==> config.mk <==
export PLATFORM = sky130hd
export DESIGN_NAME = clk_divider_bank_flat
export DESIGN_NICKNAME = d
export VERILOG_FILES = /design/src/rtl/clk_divider_bank_if.sv /design/src/rtl/clk_divider_bank.sv /design/src/flat_wrapper.sv
export SDC_FILE = /design/constraint.sdc
export NUM_CORES = 2
export LEC_CHECK = 0
export ABC_AREA = 0
export CAP_MARGIN = 20
export CORE_MARGIN = 1
export CORE_UTILIZATION = 42
export CTS_BUF_LIST = sky130_fd_sc_hd__clkbuf_8
export DETAILED_ROUTE_END_ITERATION = 8
export GPL_TIMING_DRIVEN = 1
export SLEW_MARGIN = 25
export SYNTH_ARGS = -nofsm -noshare
export SYNTH_HDL_FRONTEND = slang
export SYNTH_SLANG_ARGS = --single-unit
==> constraint.sdc <==
create_clock -name inclk -period 5.9 [get_ports inclk]
set_input_delay 0.59 -clock inclk [delete_from_list [all_inputs] [get_ports inclk]]
set_output_delay 0.59 -clock inclk [all_outputs]
set_load 0.02 [all_outputs]
==> src/rtl/clk_divider_bank_if.sv <==
// Control and status bundle for clk_divider_bank: per-channel enables, shadow
// loads and packed divisor/high-time buses in, divided clocks and flags out.
interface clk_divider_bank_if #(
  parameter int N_CH  = 4,
  parameter int CNT_W = 32
);
  logic [N_CH-1:0]       enable;
  logic                  sync;
  logic [N_CH-1:0]       load;
  logic [N_CH*CNT_W-1:0] divisor;
  logic [N_CH*CNT_W-1:0] high;
  logic [N_CH-1:0]       outclk;
  logic [N_CH-1:0]       tick;
  logic [N_CH-1:0]       pending;

  modport master (
    output enable, sync, load, divisor, high,
    input  outclk, tick, pending
  );

  modport slave (
    input  enable, sync, load, divisor, high,
    output outclk, tick, pending
  );
endinterface

==> src/rtl/clk_divider_bank.sv <==
// N_CH independent programmable clock dividers with double-buffered
// divisor/high-time, a period-start tick, and a shared phase-align strobe.
module clk_divider_bank #(
  parameter int N_CH       = 4,
  parameter int CNT_W      = 32,
  parameter int RESET_DIV  = 2,
  parameter int RESET_HIGH = 1
) (
  input  logic               inclk,
  input  logic               reset,
  clk_divider_bank_if.slave  bus
);

  localparam logic [CNT_W-1:0] RST_D = CNT_W'(RESET_DIV);
  localparam logic [CNT_W-1:0] RST_H = CNT_W'(RESET_HIGH);
  localparam logic [CNT_W-1:0] ONE   = CNT_W'(1);

  for (genvar gi = 0; gi < N_CH; gi++) begin : g_ch
    logic [CNT_W-1:0] d_reg, h_reg, sd_reg, sh_reg, cnt_reg;
    logic             pending_reg, outclk_reg, tick_reg;

    logic [CNT_W-1:0] d_app, h_app, idle_cnt;
    logic [CNT_W:0]   cnt_inc_wide;
    logic             wrap;

    // Post-apply values: the shadow wins only if it holds an unapplied update.
    always_comb begin
      d_app        = pending_reg ? sd_reg : d_reg;
      h_app        = pending_reg ? sh_reg : h_reg;
      idle_cnt     = (d_app <= ONE) ? '0 : d_app - ONE;
      cnt_inc_wide = {1'b0, cnt_reg} + (CNT_W + 1)'(1);
      wrap         = (d_reg <= ONE) || (cnt_reg == d_reg - ONE);
    end

    // A disabled channel parks its counter at the last count so that the
    // first enabled edge is a wrap and starts a clean period.
    always_ff @(posedge inclk or negedge reset) begin
      if (!reset) begin
        d_reg       <= RST_D;
        h_reg       <= RST_H;
        sd_reg      <= '0;
        sh_reg      <= '0;
        cnt_reg     <= '0;
        pending_reg <= 1'b0;
        outclk_reg  <= 1'b0;
        tick_reg    <= 1'b0;
      end else begin
        if (!bus.enable[gi]) begin
          d_reg       <= d_app;
          h_reg       <= h_app;
          pending_reg <= 1'b0;
          cnt_reg     <= idle_cnt;
          outclk_reg  <= 1'b0;
          tick_reg    <= 1'b0;
        end else if (bus.sync || wrap) begin
          d_reg       <= d_app;
          h_reg       <= h_app;
          pending_reg <= 1'b0;
          cnt_reg     <= '0;
          outclk_reg  <= (h_app != '0);
          tick_reg    <= 1'b1;
        end else begin
          cnt_reg     <= cnt_inc_wide[CNT_W-1:0];
          outclk_reg  <= (cnt_inc_wide < {1'b0, h_reg});
          tick_reg    <= 1'b0;
        end

        // A load on a boundary edge lands after the apply above, so the
        // freshly captured value stays pending for the next boundary.
        if (bus.load[gi]) begin
          sd_reg      <= bus.divisor[gi*CNT_W +: CNT_W];
          sh_reg      <= bus.high[gi*CNT_W +: CNT_W];
          pending_reg <= 1'b1;
        end
      end
    end

    assign bus.outclk[gi]  = outclk_reg;
    assign bus.tick[gi]    = tick_reg;
    assign bus.pending[gi] = pending_reg;
  end

endmodule

==> src/flat_wrapper.sv <==
// flat-port wrapper written by rule: the top's interface ports become plain ports
module clk_divider_bank_flat 
#(
  parameter int N_CH       = 4,
  parameter int CNT_W      = 32,
  parameter int RESET_DIV  = 2,
  parameter int RESET_HIGH = 1
)
  (inclk, reset, bus_enable, bus_sync, bus_load, bus_divisor, bus_high, bus_outclk, bus_tick, bus_pending);
  clk_divider_bank_if #(.N_CH(N_CH), .CNT_W(CNT_W)) bus_i ();
  input  logic inclk;
  input  logic reset;
  input wire logic [$bits(bus_i.enable)-1:0] bus_enable;
  input wire logic [$bits(bus_i.sync)-1:0] bus_sync;
  input wire logic [$bits(bus_i.load)-1:0] bus_load;
  input wire logic [$bits(bus_i.divisor)-1:0] bus_divisor;
  input wire logic [$bits(bus_i.high)-1:0] bus_high;
  output wire logic [$bits(bus_i.outclk)-1:0] bus_outclk;
  output wire logic [$bits(bus_i.tick)-1:0] bus_tick;
  output wire logic [$bits(bus_i.pending)-1:0] bus_pending;
  assign bus_i.enable = bus_enable;
  assign bus_i.sync = bus_sync;
  assign bus_i.load = bus_load;
  assign bus_i.divisor = bus_divisor;
  assign bus_i.high = bus_high;
  assign bus_outclk = bus_i.outclk;
  assign bus_tick = bus_i.tick;
  assign bus_pending = bus_i.pending;
  clk_divider_bank #(.N_CH(N_CH), .CNT_W(CNT_W), .RESET_DIV(RESET_DIV), .RESET_HIGH(RESET_HIGH)) u_core (.inclk(inclk), .reset(reset), .bus(bus_i));
endmodule
# ---- Word level (Yosys, flattened, before mapping)
# Index checks and enable logic that the tools add are counted.
# Widths: inputs -> output; s select.
dict set report totals {
  mem_bits_ro 0
  memories 0
  latch_bits 0
  ram_bits 0
  register_bits 652
  output_inout_bits 12
  elab_cells 144
}
dict set report op_classes {
  magnitude_cmp 12
  eq_ne 12
  n_addsub 12
  multipliers 0
  div_mod_pow 0
  shift 0
  bitwise_logic 0
  mux 64
  n_reduce_logical 12
}
# cell n
set ops {}
lappend ops {{$mux 32} 36}
lappend ops {{$le 32x1->1 const B} 8}
lappend ops {{$sub 32x1->32 const B} 8}
lappend ops {{$add 32x1->33 const B} 4}
lappend ops {{$lt 33x32->1} 4}
lappend ops {{$eq 32x32->1} 4}
lappend ops {{$reduce_bool 32->1} 4}
lappend ops {{$mux 1} 28}
lappend ops {{$ne 3x1->1 const B} 4}
lappend ops {{$logic_or 1x1->1} 8}
lappend ops {{$ne 2x1->1 const B} 4}

# ---- Longest topological paths before layout
dict set report depth {
  depth_word 7
  mapped_depth 19
  depth_no_buf 18
}

# ---- Worst setup path before layout
# No wires, ideal clock.
dict set report synth_path {
  kind {reg2reg}
  startpoint {reg u_core.g_ch[2].d_reg[7]}
  endpoint {reg u_core.g_ch[2].d_reg[10]}
  stages_incl_launch_ff 15
  setup_time_ps 125
  synth_period_minus_slack_ps 4199
  path_slack_ps 1701
  arrival_time_ps 4074
  required_ps 5775
  cell_sequence {dfrtp_1 -> clkbuf_1 -> or4_1 -> clkbuf_1 -> or4_1 -> buf_2 -> nor4_1 -> mux2_2 -> or4_1 -> nor4_2 -> and2_1 -> buf_2 -> o21ai_4 -> buf_4 -> mux2_2}
}
dict set report synth_between {
  elab_chain_len 5
  word_cells_on_any_way 6
}
# element line_no
set synth_rtl {}
lappend synth_rtl {{start: declaration} clk_divider_bank.sv:19} ;# logic [CNT_W-1:0] d_reg, h_reg, sd_reg, sh_reg, cnt_reg;
lappend synth_rtl {{start signal: assignment} clk_divider_bank.sv:49} ;# d_reg <= d_app;
lappend synth_rtl {{start signal: assignment} clk_divider_bank.sv:56} ;# d_reg <= d_app;
lappend synth_rtl {{$sub 32x1->32} clk_divider_bank.sv:32} ;# wrap = (d_reg <= ONE) || (cnt_reg == d_reg - ONE);
lappend synth_rtl {{$eq 32x32->1} clk_divider_bank.sv:32}
lappend synth_rtl {{$logic_or 1x1->1 (*)} clk_divider_bank.sv:32}
lappend synth_rtl {{$logic_or 1x1->1 (*)} clk_divider_bank.sv:55} ;# end else if (bus.sync || wrap) begin
lappend synth_rtl {{$ne 2x1->1 (no line) (*)} n/a}
# Every way passes the cells marked *; elsewhere a longest branch is shown, timed or not.
# A chain may end at the register's enable or synchronous reset.

# ---- Final worst setup path
dict set report layout_path {
  startpoint {reg u_core.g_ch[2].d_reg[4]}
  endpoint {reg u_core.g_ch[2].h_reg[20]}
}
dict set report layout_between {
  elab_chain_len 5
  word_cells_on_any_way 6
}
# element line_no
set layout_rtl {}
lappend layout_rtl {{$sub 32x1->32} clk_divider_bank.sv:32}
lappend layout_rtl {{$eq 32x32->1} clk_divider_bank.sv:32}
lappend layout_rtl {{$logic_or 1x1->1 (*)} clk_divider_bank.sv:32}
lappend layout_rtl {{$logic_or 1x1->1 (*)} clk_divider_bank.sv:55}
lappend layout_rtl {{$ne 2x1->1 (no line) (*)} n/a}
lappend layout_rtl {{end signal: assignment} clk_divider_bank.sv:50} ;# h_reg <= h_app;
lappend layout_rtl {{end signal: assignment} clk_divider_bank.sv:57} ;# h_reg <= h_app;
lappend layout_rtl {{end: declaration} clk_divider_bank.sv:19}
# Marked as above.

==> qor.csv <==
metric,value,unit
async_flop_share,100.0,%
cts_tree,done,
yosysWarnings,0,
path_buf_inv,1,
ys_ff_latch,652,
finalClockSkew,35.59,ps
timing.fmax,0.2014,GHz
setup_viol,0,
path_common_cell,or4_1,
dr.pass1.iters,6,
grt.met1_usage,32.76,%
initial_core_util,42.57,%
post-cts-setup-buffers,0,
clock_latency,780,ps
avgSynthCellArea,10.40,um2
crit_path_max_fanout,24,
path_depth,10,
power_frac_seq,42.8,%
syn_inst,3762,
drt_first_iter_violations,2129,
yosysMostFrequentCell,dfrtp_1,
finalMaxSlewViolations,0,
ys_seq_area_share,41.72,%
synth_flop_cell,dfrtp_1,
setup_tns,0,ps
grt_max_degree,159,
io_pins,279,
cts_resized,0,
worstHoldPathType,input port to async pin,
critical_path.cell_chain,"or4_1, or4_1, nor4_1, mux2_2, or4_1, nor4_2, and2_1, o21ai_4, buf_4, mux2_2",
critical_path_class,register to register,
rows,111,
drc,0,
grtUsageMet3,4.549,%
yosys.area.top_type,dfrtp_1,
crit_family,simple AND/OR/NAND/NOR gates,
synth_cell_types,89,
drv_cap,0,
ctsHoldBuffers,1,
crit_slowest_cell,or4_1,
grt_pass1_vias,29069,
status,"finished, final reports clean",
crit_arrival,5600,ps
slew_headroom,32.95,%
syn-cell-area,39140,um2
fin_crit,4965,ps
crit_required,6540,ps
power.switching,4.775,mW
nFillCells,8635,
drive_above_1_share,17.21,%
hold_viol,0,
r2r_cells,10,
clk_pin_slew,60,ps
dieHeight,307.3,um
met2_usage,34.72,%
die_x,307.3,um
synth-edff-count,0,
cts_sinks,652,
area_growth,16.39,%
seq_area,16330,um2
pwr-share-clk,32.4,%
grt_first_pass_wirelength,169700,um
track_usage,22.85,%
netlist_top_cells_area,"dfrtp_1 (41%), mux2_2 (11%), xnor2_1 (5.5%), ha_1 (4.6%), mux2i_1 (3.9%)",
intPower,9.454,mW
finalCritPeriodShare,84.15,%
grt-busiest-layer,met2,
power_density,312.4,nW/um2
wl_per_cell,20.14,um
rsz0062_at_grt,no,
viasPerCell,5.513,
die_area,94400,um2
place_congestion,0.9299,
tightest_slew,996.5,ps
combPwrFrac,24.9,%
ant_nets,0,
switching_share,33.55,%
grt_antenna_before_repair,21,
port_buffers,278,
cpPeakStageDelay,740,ps
netlist.area_leader.share,41.18,%
grt_overflow_total,0,
cts_buffers,119,
routed_wl,107900,um
vdd_drop_max,0.1733,mV
cts-root-buf,clkbuf_8,
cts_max_path_buffers,3,
cp-end-kind,register,
post_dp_cell_area,42960,um2
hpwl,79200,um
num_vias,29537,
multiInputGateArea,21210,um2
layout.nets,4417,
coreArea,91940,um2
cts_htree_levels,3,
syn_nets,4173,
leakage,19.45,nW
start_kind,register,
stdcell_area,45550,um2
yosys-top-cells-count,"dfrtp_1 (644), mux2_2 (380), xnor2_1 (246)",
-- power by group through the flow --
stage          registers [mW]  clock network (mW)  logic, mW
4_1_cts                  6.07                4.75       3.55
2_1_floorplan            5.69                   0       2.75
3_3_place_gp             6.13                   0       3.48
5_1_grt                  6.19                4.94       3.94
3_5_place_dp             6.15                   0       3.53
6_report                 6.08                4.61       3.54
-- layout by cell type, fill, tap and decap left out, types with 18 or more instances in the layout --
master / n
clkinv_2: 25
o211ai_1: 18
nor4_1: 100
o21ai_0: 145
nor3_1: 103
buf_4: 31
nand3_1: 107
nor2b_1: 25
mux2_1: 70
a31oi_1: 24
nor2_1: 170
and3_1: 42
nand2b_1: 20
or3_1: 28
or4_1: 27
xnor2_1: 246
ha_1: 144
nand2_1: 236
a21oi_1: 68
clkdlybuf4s50_1: 273
nand4_1: 70
a21o_1: 42
mux2_4: 40
inv_1: 245
xor2_1: 148
dfrtp_1: 640
clkbuf_8: 155
mux2i_1: 153
o22ai_1: 40
mux2_2: 380
nor3b_1: 28
-- stage by stage --
stage / total power, mW / util, % / cells / hold slack, ps / worst slack, ps
2_1_floorplan: 8.442 / - / 3762 / 294.4 / 1701
3_3_place_gp: 9.612 / 46.72 / 5127 / 468.3 / 1046
3_5_place_dp: 9.672 / 46.72 / 5127 / 474.7 / 1011
4_1_cts: 14.38 / 49.53 / 5352 / 345.5 / 959.8
5_1_grt: 15.07 / 49.54 / 5357 / 356.7 / 718.5
6_report: 14.23 / 49.54 / 5358 / 414.3 / 935.0
-- metal layers --
layer | wire length, um | share of wire (%)
met2 | 47930 | 44
met3 | 6252 | 5.8
met5 | 126 | 0.12
met1 | 50860 | 47
met4 | 2737 | 2.5
-- cell type report --
type | count | share of cell area, %
well taps | 1243 | 3.414
repair buffers | 314 | 6.785
inverters | 209 | 1.722
clock buffers | 155 | 4.683
multi-input cells | 2710 | 46.56
flip-flops and latches | 652 | 35.85
diodes | 6 | 0.03296
clock inverters | 69 | 0.9559
-- logic make-up (layout without fill, tap and decap cells) --
family	after synthesis	count (layout)	share of synthesized area, %
xor gates and xnor gates	394	394	8.818
DFF	652	652	41.72
AOI/OAI and AO/OA	483	483	8.098
buffers and inverters	400	747	4.179
muxes	643	643	18.40
other	0	6	0
adders and majority gates	144	144	4.604
and+or+nand+nor	1046	1046	14.19
-- final timing paths --
kind | start | to | slack (ps)
min reg2reg | u_core.g_ch[3].h_reg[6] | u_core.g_ch[3].h_reg[6] | 490
min | reset | u_core.g_ch[0].sh_reg[4] | 410
max reg2reg | u_core.g_ch[2].d_reg[4] | u_core.g_ch[2].h_reg[20] | 930
min in group inclk | bus_divisor[7] | u_core.g_ch[0].sd_reg[7] | 420
max in group asynchronous | reset | u_core.g_ch[2].cnt_reg[7] | 3990
max | u_core.g_ch[2].d_reg[4] | u_core.g_ch[2].h_reg[20] | 930
Note: power is estimated with default switching activity, not from simulation.
